## config.mk

```make
export PLATFORM = sky130hd
export DESIGN_NAME = demux4_reg
export DESIGN_NICKNAME = d
export VERILOG_FILES = /design/src/rtl/demux_pkg.sv /design/src/rtl/demux_lane_reg.sv /design/src/rtl/demux4_reg.sv
export SDC_FILE = /design/constraint.sdc
export NUM_CORES = 1
export LEC_CHECK = 0
export ABC_CLOCK_PERIOD_IN_PS = 4300
export CAP_MARGIN = 20
export CELL_PAD_IN_SITES_DETAIL_PLACEMENT = 0
export CELL_PAD_IN_SITES_GLOBAL_PLACEMENT = 2
export CORE_MARGIN = 3
export CORE_UTILIZATION = 43
export DETAILED_ROUTE_END_ITERATION = 10
export DONT_BUFFER_PORTS = 1
export GPL_TIMING_DRIVEN = 0
export PLACE_DENSITY = 0.83
export SKIP_LAST_GASP = 1
export SLEW_MARGIN = 30
export SYNTH_ARGS = -nofsm -noshare
export SYNTH_HDL_FRONTEND = slang
export SYNTH_SLANG_ARGS = --single-unit
```

## constraint.sdc

```tcl
create_clock -name clk -period 4.3 [get_ports clk]
set_input_delay 0.43 -clock clk [delete_from_list [all_inputs] [get_ports clk]]
set_output_delay 0.43 -clock clk [all_outputs]
set_load 0.005 [all_outputs]
```

## src/rtl/demux_pkg.sv

```systemverilog
// Shared constants and helpers for the 1-to-4 steering demux.
package demux_pkg;

  localparam int LANES = 4;
  localparam int SEL_W = 2;

  localparam logic [SEL_W-1:0] LANE0 = 2'd0;
  localparam logic [SEL_W-1:0] LANE1 = 2'd1;
  localparam logic [SEL_W-1:0] LANE2 = 2'd2;
  localparam logic [SEL_W-1:0] LANE3 = 2'd3;

  function automatic logic [LANES-1:0] sel_to_onehot(
    input logic [SEL_W-1:0] sel
  );
    logic [LANES-1:0] oh;
    oh = '0;
    oh[sel] = 1'b1;
    return oh;
  endfunction

endpackage

```

## src/rtl/demux_lane_reg.sv

```systemverilog
// One-entry holding slot for a single destination lane.
// Flush wins over a write, a write wins over a drain.
module demux_lane_reg #(
  parameter int WIDTH = 32
) (
  input  logic             clk,
  input  logic             rst,
  input  logic             flush,
  input  logic             wr_en,
  input  logic [WIDTH-1:0] wr_data,
  input  logic             rd_fire,
  output logic             full_o,
  output logic [WIDTH-1:0] data_o
);

  logic             full_q, full_d;
  logic [WIDTH-1:0] data_q, data_d;

  always_comb begin
    full_d = full_q;
    data_d = data_q;
    if (flush) begin
      full_d = 1'b0;
    end else if (wr_en) begin
      full_d = 1'b1;
      data_d = wr_data;
    end else if (rd_fire) begin
      full_d = 1'b0;
    end
  end

  always_ff @(posedge clk or posedge rst) begin
    if (rst) begin
      full_q <= 1'b0;
      data_q <= '0;
    end else begin
      full_q <= full_d;
      data_q <= data_d;
    end
  end

  assign full_o = full_q;
  assign data_o = data_q;

endmodule

```

## src/rtl/demux4_reg.sv

```systemverilog
// 1-to-4 valid/ready steering demux with a registered slot per lane.
// in_ready never depends on in_valid, only on the target lane's state.
module demux4_reg
  import demux_pkg::*;
#(
  parameter int WIDTH = 32
) (
  input  logic             clk,
  input  logic             rst,
  input  logic             flush,
  input  logic             in_valid,
  output logic             in_ready,
  input  logic [1:0]       in_sel,
  input  logic [WIDTH-1:0] in_data,
  output logic [3:0]       out_valid,
  input  logic [3:0]       out_ready,
  output logic [WIDTH-1:0] out_data0,
  output logic [WIDTH-1:0] out_data1,
  output logic [WIDTH-1:0] out_data2,
  output logic [WIDTH-1:0] out_data3
);

  logic [LANES-1:0] full;
  logic [LANES-1:0] wr_en;
  logic [LANES-1:0] rd_fire;
  logic [WIDTH-1:0] data [LANES];
  logic             in_fire;

  assign in_ready = ~rst & ~flush &
                    (~full[in_sel] | out_ready[in_sel]);
  assign in_fire  = in_valid & in_ready;
  assign wr_en    = sel_to_onehot(in_sel) & {LANES{in_fire}};
  assign rd_fire  = full & out_ready;

  for (genvar i = 0; i < LANES; i++) begin : g_lane
    demux_lane_reg #(
      .WIDTH(WIDTH)
    ) u_lane (
      .clk    (clk),
      .rst    (rst),
      .flush  (flush),
      .wr_en  (wr_en[i]),
      .wr_data(in_data),
      .rd_fire(rd_fire[i]),
      .full_o (full[i]),
      .data_o (data[i])
    );
  end

  assign out_valid = full;
  assign out_data0 = data[LANE0];
  assign out_data1 = data[LANE1];
  assign out_data2 = data[LANE2];
  assign out_data3 = data[LANE3];

endmodule
```

### Yosys cells after proc, flatten, opt, wreduce, memory -nomap -nowiden

Cells that the tools add are included.

* reduce and logical (&&, ||, !) cells: 9
* bitwise operators: 9
* multiplexer cells: 18
* magnitude comparators: 2

Operators by type and width (number)
* two-way mux 1 bit: 15
* nonzero test 3 bit: 4
* bitwise AND 4 bit: 2
* AND reduction 2 bit: 4
* binary-select mux 1 bit (select 2 bit): 2
* bitwise AND 1 bit: 3
* < comparator 2 x 3 -> 1 bit, second input constant: 1
* inverter 1 bit: 3
* demux 1 bit (select 2 bit): 1
* greater-or-equal comparator 2 x 1 -> 1 bit, second input constant: 1
* logical AND 1 bit: 1
* OR 1 bit: 1

* flip-flop bits (word level): 132
* input port bits: 42
* output and inout port bits: 133

### Depth between registers and ports, before layout

Gate-level depths: netlist (run 1).

* depth after elaboration: 9
* depth in mapped cells: 5
* gate-level depth less buffers: 3

### Cells and area by module

Synthesis (run 1) repeated with hierarchy kept, for this count alone.

* cell total of the unflattened synthesis: 318
* area, all modules: 5753.0 sq um

By module, submodules not included
* demux_lane_reg: area an instance 1402.6 sq um, instances 4, cells an instance 74, sequential area each 825.8 sq um
* demux4_reg: area an instance 142.6 sq um, instances 1, cells an instance 22, sequential area each 0.0 sq um

### Worst setup path after synthesis (run 1)

Ideal clock, no wire load.

* path type: in2reg
* start point: in in_sel[0]
* end point: reg g_lane[2].u_lane.data_q[10]
* buffers on the path: 2
* slack: 2.278 ns
* stages: 5
* data arrival time: 1.897 ns
* cells stage by stage: or4b_4 -> or3b_1 -> buf_6 -> buf_12 -> mux2_4

* cells in the longest elaborated chain, start to end: 8
* elaborated cells between the ends (all ways): 15
* classes of those cells: order compare: 2; mux: 6; bitwise: 5; reduce/logical: 2

RTL lines
* from (decl): line demux4_reg.sv:13 `input logic [1:0] in_sel,`
* binary-select mux 1 bit (select 2 bit): line demux4_reg.sv:30 `(~full[in_sel] | out_ready[in_sel]);`
* two-way mux 1 bit (not written as such): line demux4_reg.sv:30
* inverter 1 bit: line demux4_reg.sv:30
* OR 1 bit: line demux4_reg.sv:30
* bitwise AND 1 bit: line demux4_reg.sv:29 `assign in_ready = ~rst & ~flush &`
* bitwise AND 1 bit: line demux4_reg.sv:31 `assign in_fire = in_valid & in_ready;`
* bitwise AND 4 bit *: line demux4_reg.sv:32 `assign wr_en = sel_to_onehot(in_sel) & {LANES{in_fire}};`
* AND reduction 2 bit (no source line) *
* to (signal assigned): line demux_lane_reg.sv:38 `data_q <= data_d;`
* to (decl): line demux_lane_reg.sv:17 `logic [WIDTH-1:0] data_q, data_d;`

Mark *: on every way between the ends. The rest lies on a longest branch, timed or not. The select of a mux whose other input is x is not followed.
A chain may end at the register's enable or synchronous reset.

### Final worst setup path (run 1)

* start point: reg g_lane[0].u_lane.full_q
* end point: out in_ready

* cells in the longest elaborated chain, start to end: 5

RTL lines
* from (decl): line demux_lane_reg.sv:16 `logic full_q, full_d;`
* from (signal assigned): line demux_lane_reg.sv:37 `full_q <= full_d;`
* binary-select mux 1 bit (select 2 bit): line demux4_reg.sv:30
* two-way mux 1 bit (not written as such): line demux4_reg.sv:30
* inverter 1 bit: line demux4_reg.sv:30
* OR 1 bit: line demux4_reg.sv:30
* bitwise AND 1 bit: line demux4_reg.sv:29
* to (decl): line demux4_reg.sv:12 `output logic in_ready,`

No other way between the ends. The select of a mux whose other input is x is not followed.

==> metrics.md, run 1 <==
| Metric | Value |
|---|---|
| Status | `completed` |
| R2R setup slack | `2430 ps` |
| Synthesized flop and latch total | `132` |
| DRC | `0` |
| Clock Pin Slew Worst Setup and Hold Paths | `50 ps` |
| Routed WL | `10,630 µm` |
| RSZ-0062 raised after global routing | `false` |
| Post-synth EDFFs | `0` |
| Syn Area/Cell | `17.18 µm²` |
| Post-synthesis sequential area ratio | `0.6408` |
| Final core utilization | `0.5155` |
| Worst skew pair latency | `420 ps` |
| Leakage power | `2.787 nW` |
| Clock buffer count from CTS | `17` |
| WP buf/inv | `0` |
| # rows | `39` |
| Via/cell ratio | `5.458` |
| Post-layout nets | `363` |
| Crit-path cells | `or4b_2 > o311ai_0 > a21oi_1` |
| Largest net degree at the start of global routing | `74` |
| IO Pins | `175` |
| Tmin final | `1999 ps` |
| DR WL/cell | `22.43 µm` |
| Power Total | `3.549 mW` |
| Data required, critical path | `3870 ps` |
| Initial Utilization | `0.4457` |
| Synth Net Count | `342` |
| Most used DFF post-synth | `dfrtp_1` |
| R2r worst-path depth | `4` |
| Reg-to-reg endpoint | `g_lane[0].u_lane.data_o[26]` |
| Post-route ant nets | `0` |
| Final hold vios | `0` |
| CTS tree | `yes` |
| Cts repair resizes | `0` |
| Synth area leader | `dfrtp_1` |
| Yosys warns | `0` |
| Worst Hold Endpoint | `g_lane[1].u_lane.full_o` |
| Die height | `115.5 µm` |
| GPL Wtd Cong | `0.7213` |
| Core Area | `0.01156 mm²` |
| GRT Resource Usage Total | `0.1656` |
| Worst-Margin Slew | `686.8 ps` |
| Peak VDD IR | `0.2793 mV` |
| Layout Area Growth over Synthesis | `15.66%` |
| Max Clock Skew | `19.03 ps` |
| Setup violators final | `0` |
| # H-tree levels | `4` |
| Yosys top cell area share | `0.6408` |
| Critical Path Slowest Stage Cell | `or4b_2` |
| Critical path capture point type | `primary output` |
| Port Buffer Count | `0` |
| Pre-CTS WS | `1843 ps` |
| Initial drt markers | `118` |
| Critical path launch point type | `register` |
| CP max stage delay | `580 ps` |
| Hold_sp | `flush` |
| Die Width | `115.5 µm` |
| Total negative slack | `0 ps` |
| Critical path type | `reg -> out` |
| FMAX | `500.2 MHz` |
| N_diodes | `0` |
| Post-synthesis cell count | `300` |
| Hold depth | `1` |
| Most frequent cells in the layout | `dfrtp_1 (132), mux2_2 (99), mux2_4 (29)` |
| Max_cap viols | `0` |
| Final worst path period share | `0.4649` |
| Vias in the first global route | `2,901` |
| Synth unique cells | `25` |
| Grt total ovfl | `0` |
| Clock Path Buffers | `2` |
| Synth top area cells | `dfrtp_1 (64%), mux2_2 (22%), mux2_4 (8.4%)` |
| Slew HR | `0.5421` |
| Crit-path max FO | `3` |
| Ys async rst share | `1.000` |
| Worst reg2reg path startpoint | `g_lane[0].u_lane.full_o` |
| Commonest non-fill, non-tap cell in the layout | `dfrtp_1` |
| Power Density | `595.2 mW/mm²` |
| Area of the die | `0.01334 mm²` |
| Clk sink count | `132` |
| CP arrival | `1570 ps` |
| Detailed Place HPWL | `7479 µm` |
| Post-route worst setup slack | `2301 ps` |
| Pins Over Slew Limit | `0` |
| Initial antenna violation count | `0` |
| Non-Filler Instances | `474` |
| Root Buffer | `clkbuf_16` |
| Dpl cells | `444` |
| Hold Crit Class | `in -> reg` |
| Mapped Area | `0.005155 mm²` |
| Layout cells sized above 1 | `0.5196` |
| First-pass GRT wire length | `16,470 µm` |
| Largest delay contributor family on the critical path | `simple AND/OR/NAND/NOR gates` |
| Initial DRT Pass Iterations | `4` |
| Total number of vias | `2,587` |
| Post-CTS Setup Inserts | `0` |
registers in the layout, indices dropped and copies added, names as in the netlist:
| register | cells |
|---|---|
| g_lane.u_lane.data_o | 128 |
| g_lane.u_lane.full_o | 4 |
logic make-up (layout without fill, tap and decap cells):
logic type	Yosys count	after routing	synth area share
and+or+nand+nor	12	12	0.01845
AOI/OAI and AO/OA	6	6	0.007525
buffers and inverters	21	52	0.03058
DFF	132	132	0.6408
muxes	129	129	0.3027
stage by stage:
step	area [µm²]	hold slack (ps)
global route	5962	107.1
global placement	5334	518.1
CTS	5962	100.7
finish	5962	126.0
floorplan	5155	504.1
detailed placement	5369	368.2
where the power goes:
group	switching, mW	internal (mW)
logic	0.0999	0.249
registers	0.245	1.53
clock network	0.477	0.948
total	0.822	2.73
per-layer routing:
layer  part of all wire  track usage  vias to the layer above
li1                   -            -                     1105
met1               0.39       0.1909                     1337
met2               0.46       0.2461                      137
met3               0.14       0.1055                        8
met4              0.010      0.06964                        0
met5                  0            0                        -
final cells by class:
class,instances,area (µm²)
clock buffer,25,485.5
sequential,132,3303
clock inverter,4,97.59
tap,143,178.9
inverter,3,18.77
multi-input combinational,147,1694
timing repair buffer,2,37.54
buffer,18,146.4
fill,957,5603
Yosys cell counts (2+ instances only):
cell	count
mux2_4	29
buf_2	6
buf_4	4
o21ai_0	2
mux2_2	99
inv_1	3
dfrtp_1	132
clkbuf_1	4
nand2b_1	3
buf_12	3
repair_timing:
action / CTS / global route
hold buffers: 1 / 0
endpoints found under the hold margin: 72 / 0
endpoints found under the setup margin: 0 / 0
how the worst max path moves through the flow:
stage | from | end | slack, ps | cells after the start
2_1_floorplan | rst | g_lane[0].u_lane.data_o[0] | 340 | 1
3_3_place_gp | rst | g_lane[0].u_lane.data_o[16] | -960 | 1
3_5_place_dp | in_sel[0] | g_lane[0].u_lane.data_o[16] | 1840 | 4
4_1_cts | g_lane[0].u_lane.full_o | in_ready | 2260 | 3
5_1_grt | g_lane[0].u_lane.full_o | in_ready | 2180 | 3
6_report | g_lane[0].u_lane.full_o | in_ready | 2300 | 3
Note: power is estimated with default switching activity, not from simulation.
==> run 2, diff against run 1 <==
ABC_CLOCK_PERIOD_IN_PS = 2100   (was 4300)
clock period = 2.1 ns   (was 4.3 ns; I/O delays follow)
==> metrics.md, run 2 (synthesis results as in run 1) <==
| Metric | Value |
|---|---|
| Final hold vios | `0` |
| Initial antenna violation count | `1` |
| Critical Path Slowest Stage Cell | `clkbuf_1` |
| Dpl cells | `448` |
| Hold Crit Class | `in -> reg` |
| Peak VDD IR | `0.7069 mV` |
| WP buf/inv | `1` |
| Initial DRT Pass Iterations | `4` |
| Status | `completed` |
| Root Buffer | `clkbuf_16` |
| Leakage power | `2.972 nW` |
| Max Clock Skew | `5.208 ps` |
| Post-route ant nets | `0` |
| Hold_sp | `out_ready[2]` |
| CP arrival | `2170 ps` |
| Pins Over Slew Limit | `0` |
| Critical path launch point type | `register` |
| Post-layout nets | `400` |
| Crit-path cells | `nand2b_1 > nand3_1 > clkbuf_1 > mux2_2` |
| Grt total ovfl | `0` |
| Layout Area Growth over Synthesis | `23.96%` |
| Die Width | `115.5 µm` |
| Power Density | `1160 mW/mm²` |
| Commonest non-fill, non-tap cell in the layout | `dfrtp_1` |
| CTS tree | `yes` |
| Max_cap viols | `0` |
| Hold_ws | `47.91 ps` |
| RSZ-0062 raised after global routing | `false` |
| FMAX | `532.5 MHz` |
| GPL Wtd Cong | `0.7536` |
| Crit-path max FO | `10` |
| Critical path type | `reg -> reg` |
| Final core utilization | `0.5525` |
| Vias in the first global route | `3,042` |
| Layout cells sized above 1 | `0.4852` |
| Detailed Place HPWL | `7649 µm` |
| CP max stage delay | `570 ps` |
| Initial Utilization | `0.4457` |
| Largest delay contributor family on the critical path | `buffers and inverters` |
| Total negative slack | `0 ps` |
| Largest net degree at the start of global routing | `29` |
| Clock Pin Slew Worst Setup and Hold Paths | `50 ps` |
| Core Area | `0.01156 mm²` |
| Cts repair resizes | `0` |
| GRT Resource Usage Total | `0.1753` |
| DRC | `0` |
| Most frequent cells in the layout | `dfrtp_1 (132), mux2_2 (99), dlygate4sd3_1 (34)` |
| Clock Path Buffers | `2` |
| Area of the die | `0.01334 mm²` |
| Port Buffer Count | `0` |
| Total number of vias | `2,772` |
| Non-Filler Instances | `515` |
| Reg area | `0.003303 mm²` |
| Area of the multi-input gates | `0.001694 mm²` |
| Slew HR | `0.5485` |
| Routed WL | `11,170 µm` |
| Max FFs per register | `128` |
| Tmin final | `1878 ps` |
| # H-tree levels | `4` |
| Die height | `115.5 µm` |
| Post-CTS Setup Inserts | `0` |
| Critical path capture point type | `register` |
| Setup violators final | `0` |
| Via/cell ratio | `5.383` |
| IO Pins | `175` |
| Worst-Margin Slew | `677.3 ps` |
| Clk sink count | `132` |
| Worst reg2reg path startpoint | `g_lane[3].u_lane.full_o` |
| Fillcell total | `918` |
| First-pass GRT wire length | `17,370 µm` |
| Data required, critical path | `2400 ps` |
| Clock buffer count from CTS | `17` |
| Worst skew pair latency | `420 ps` |
| Power Total | `7.412 mW` |
| Initial drt markers | `115` |
| DR WL/cell | `21.68 µm` |
| Worst setup path start | `g_lane[3].u_lane.full_o` |
| Final worst path period share | `0.8943` |
| # rows | `39` |
==> run 2: cell types whose count changed in the layout (fill, tap and decap cells not counted), sizes merged <==
cell	delta
buf	+4
clkbuf	-2
clkinv	+4
clkinvlp	+1
diode	+1
dlygate4sd3	+33
==> run 2: layer usage <==
layer  global-route usage  wire (µm)  vias up
met5                    0          0        -
met4              0.09781        359        0
met3              0.08982       1303       26
met2               0.2612       5132      142
met1               0.2050       4370     1416
li1                     -          -     1188
==> run 2: report_power, final <==
part           internal [mW]  total, mW  switching (mW)  leakage (nW)
combinational          0.568      0.813           0.246          1.05
sequential              3.13       3.63           0.501          1.63
clock                   1.92       2.97            1.04         0.291
total                   5.62       7.41            1.79          2.97
==> run 2: repair_timing <==
item / 4_1_cts / 5_1_grt
hold buffers: 34 / 0
endpoints found under the setup margin: 0 / 0
endpoints found under the hold margin: 189 / 0
==> run 2: path summary, 6_finish.rpt <==
| path | endpoint | slack, ps | cells after the start |
|---|---|---|---|
| setup / recovery | g_lane[3].u_lane.data_o[25] | 220 | 4 |
| hold / removal | g_lane[2].u_lane.full_o | 50 | 2 |
| setup reg to reg | g_lane[3].u_lane.data_o[25] | 220 | 4 |
| hold reg to reg | g_lane[3].u_lane.data_o[28] | 530 | 1 |
| max in group asynchronous | g_lane[2].u_lane.data_o[14] | 1070 | 5 |
| min in group asynchronous | g_lane[2].u_lane.data_o[0] | 210 | 2 |
==> run 2: layout make-up <==
class                           instances  share of cell area
Clock buffer                           23             0.07323
Antenna cell                            1           0.0003916
Timing Repair Buffer                   39             0.07127
Multi-Input combinational cell        147              0.2651
Inverter                                3            0.002350
Tap cell                              143             0.02800
Clock inverter                          9             0.01978
Buffer                                 18             0.02291
Sequential cell                       132              0.5169
==> run 2: worst register-to-register path, delay by kind of cell (launching register included) <==
kind / cells / cell delay [ps]
muxes: 1 / 410
and+or+nand+nor: 2 / 430
buffers and inverters: 1 / 580
DFF: 1 / 340
==> run 2: metrics by stage <==
stage	worst slack [ps]	area, µm²
after floorplan	252.8	5159
after global placement	-375.3	5338
after detailed placement	-24.60	5453
after CTS	141.6	6387
after global routing	52.23	6390
final	222.0	6390
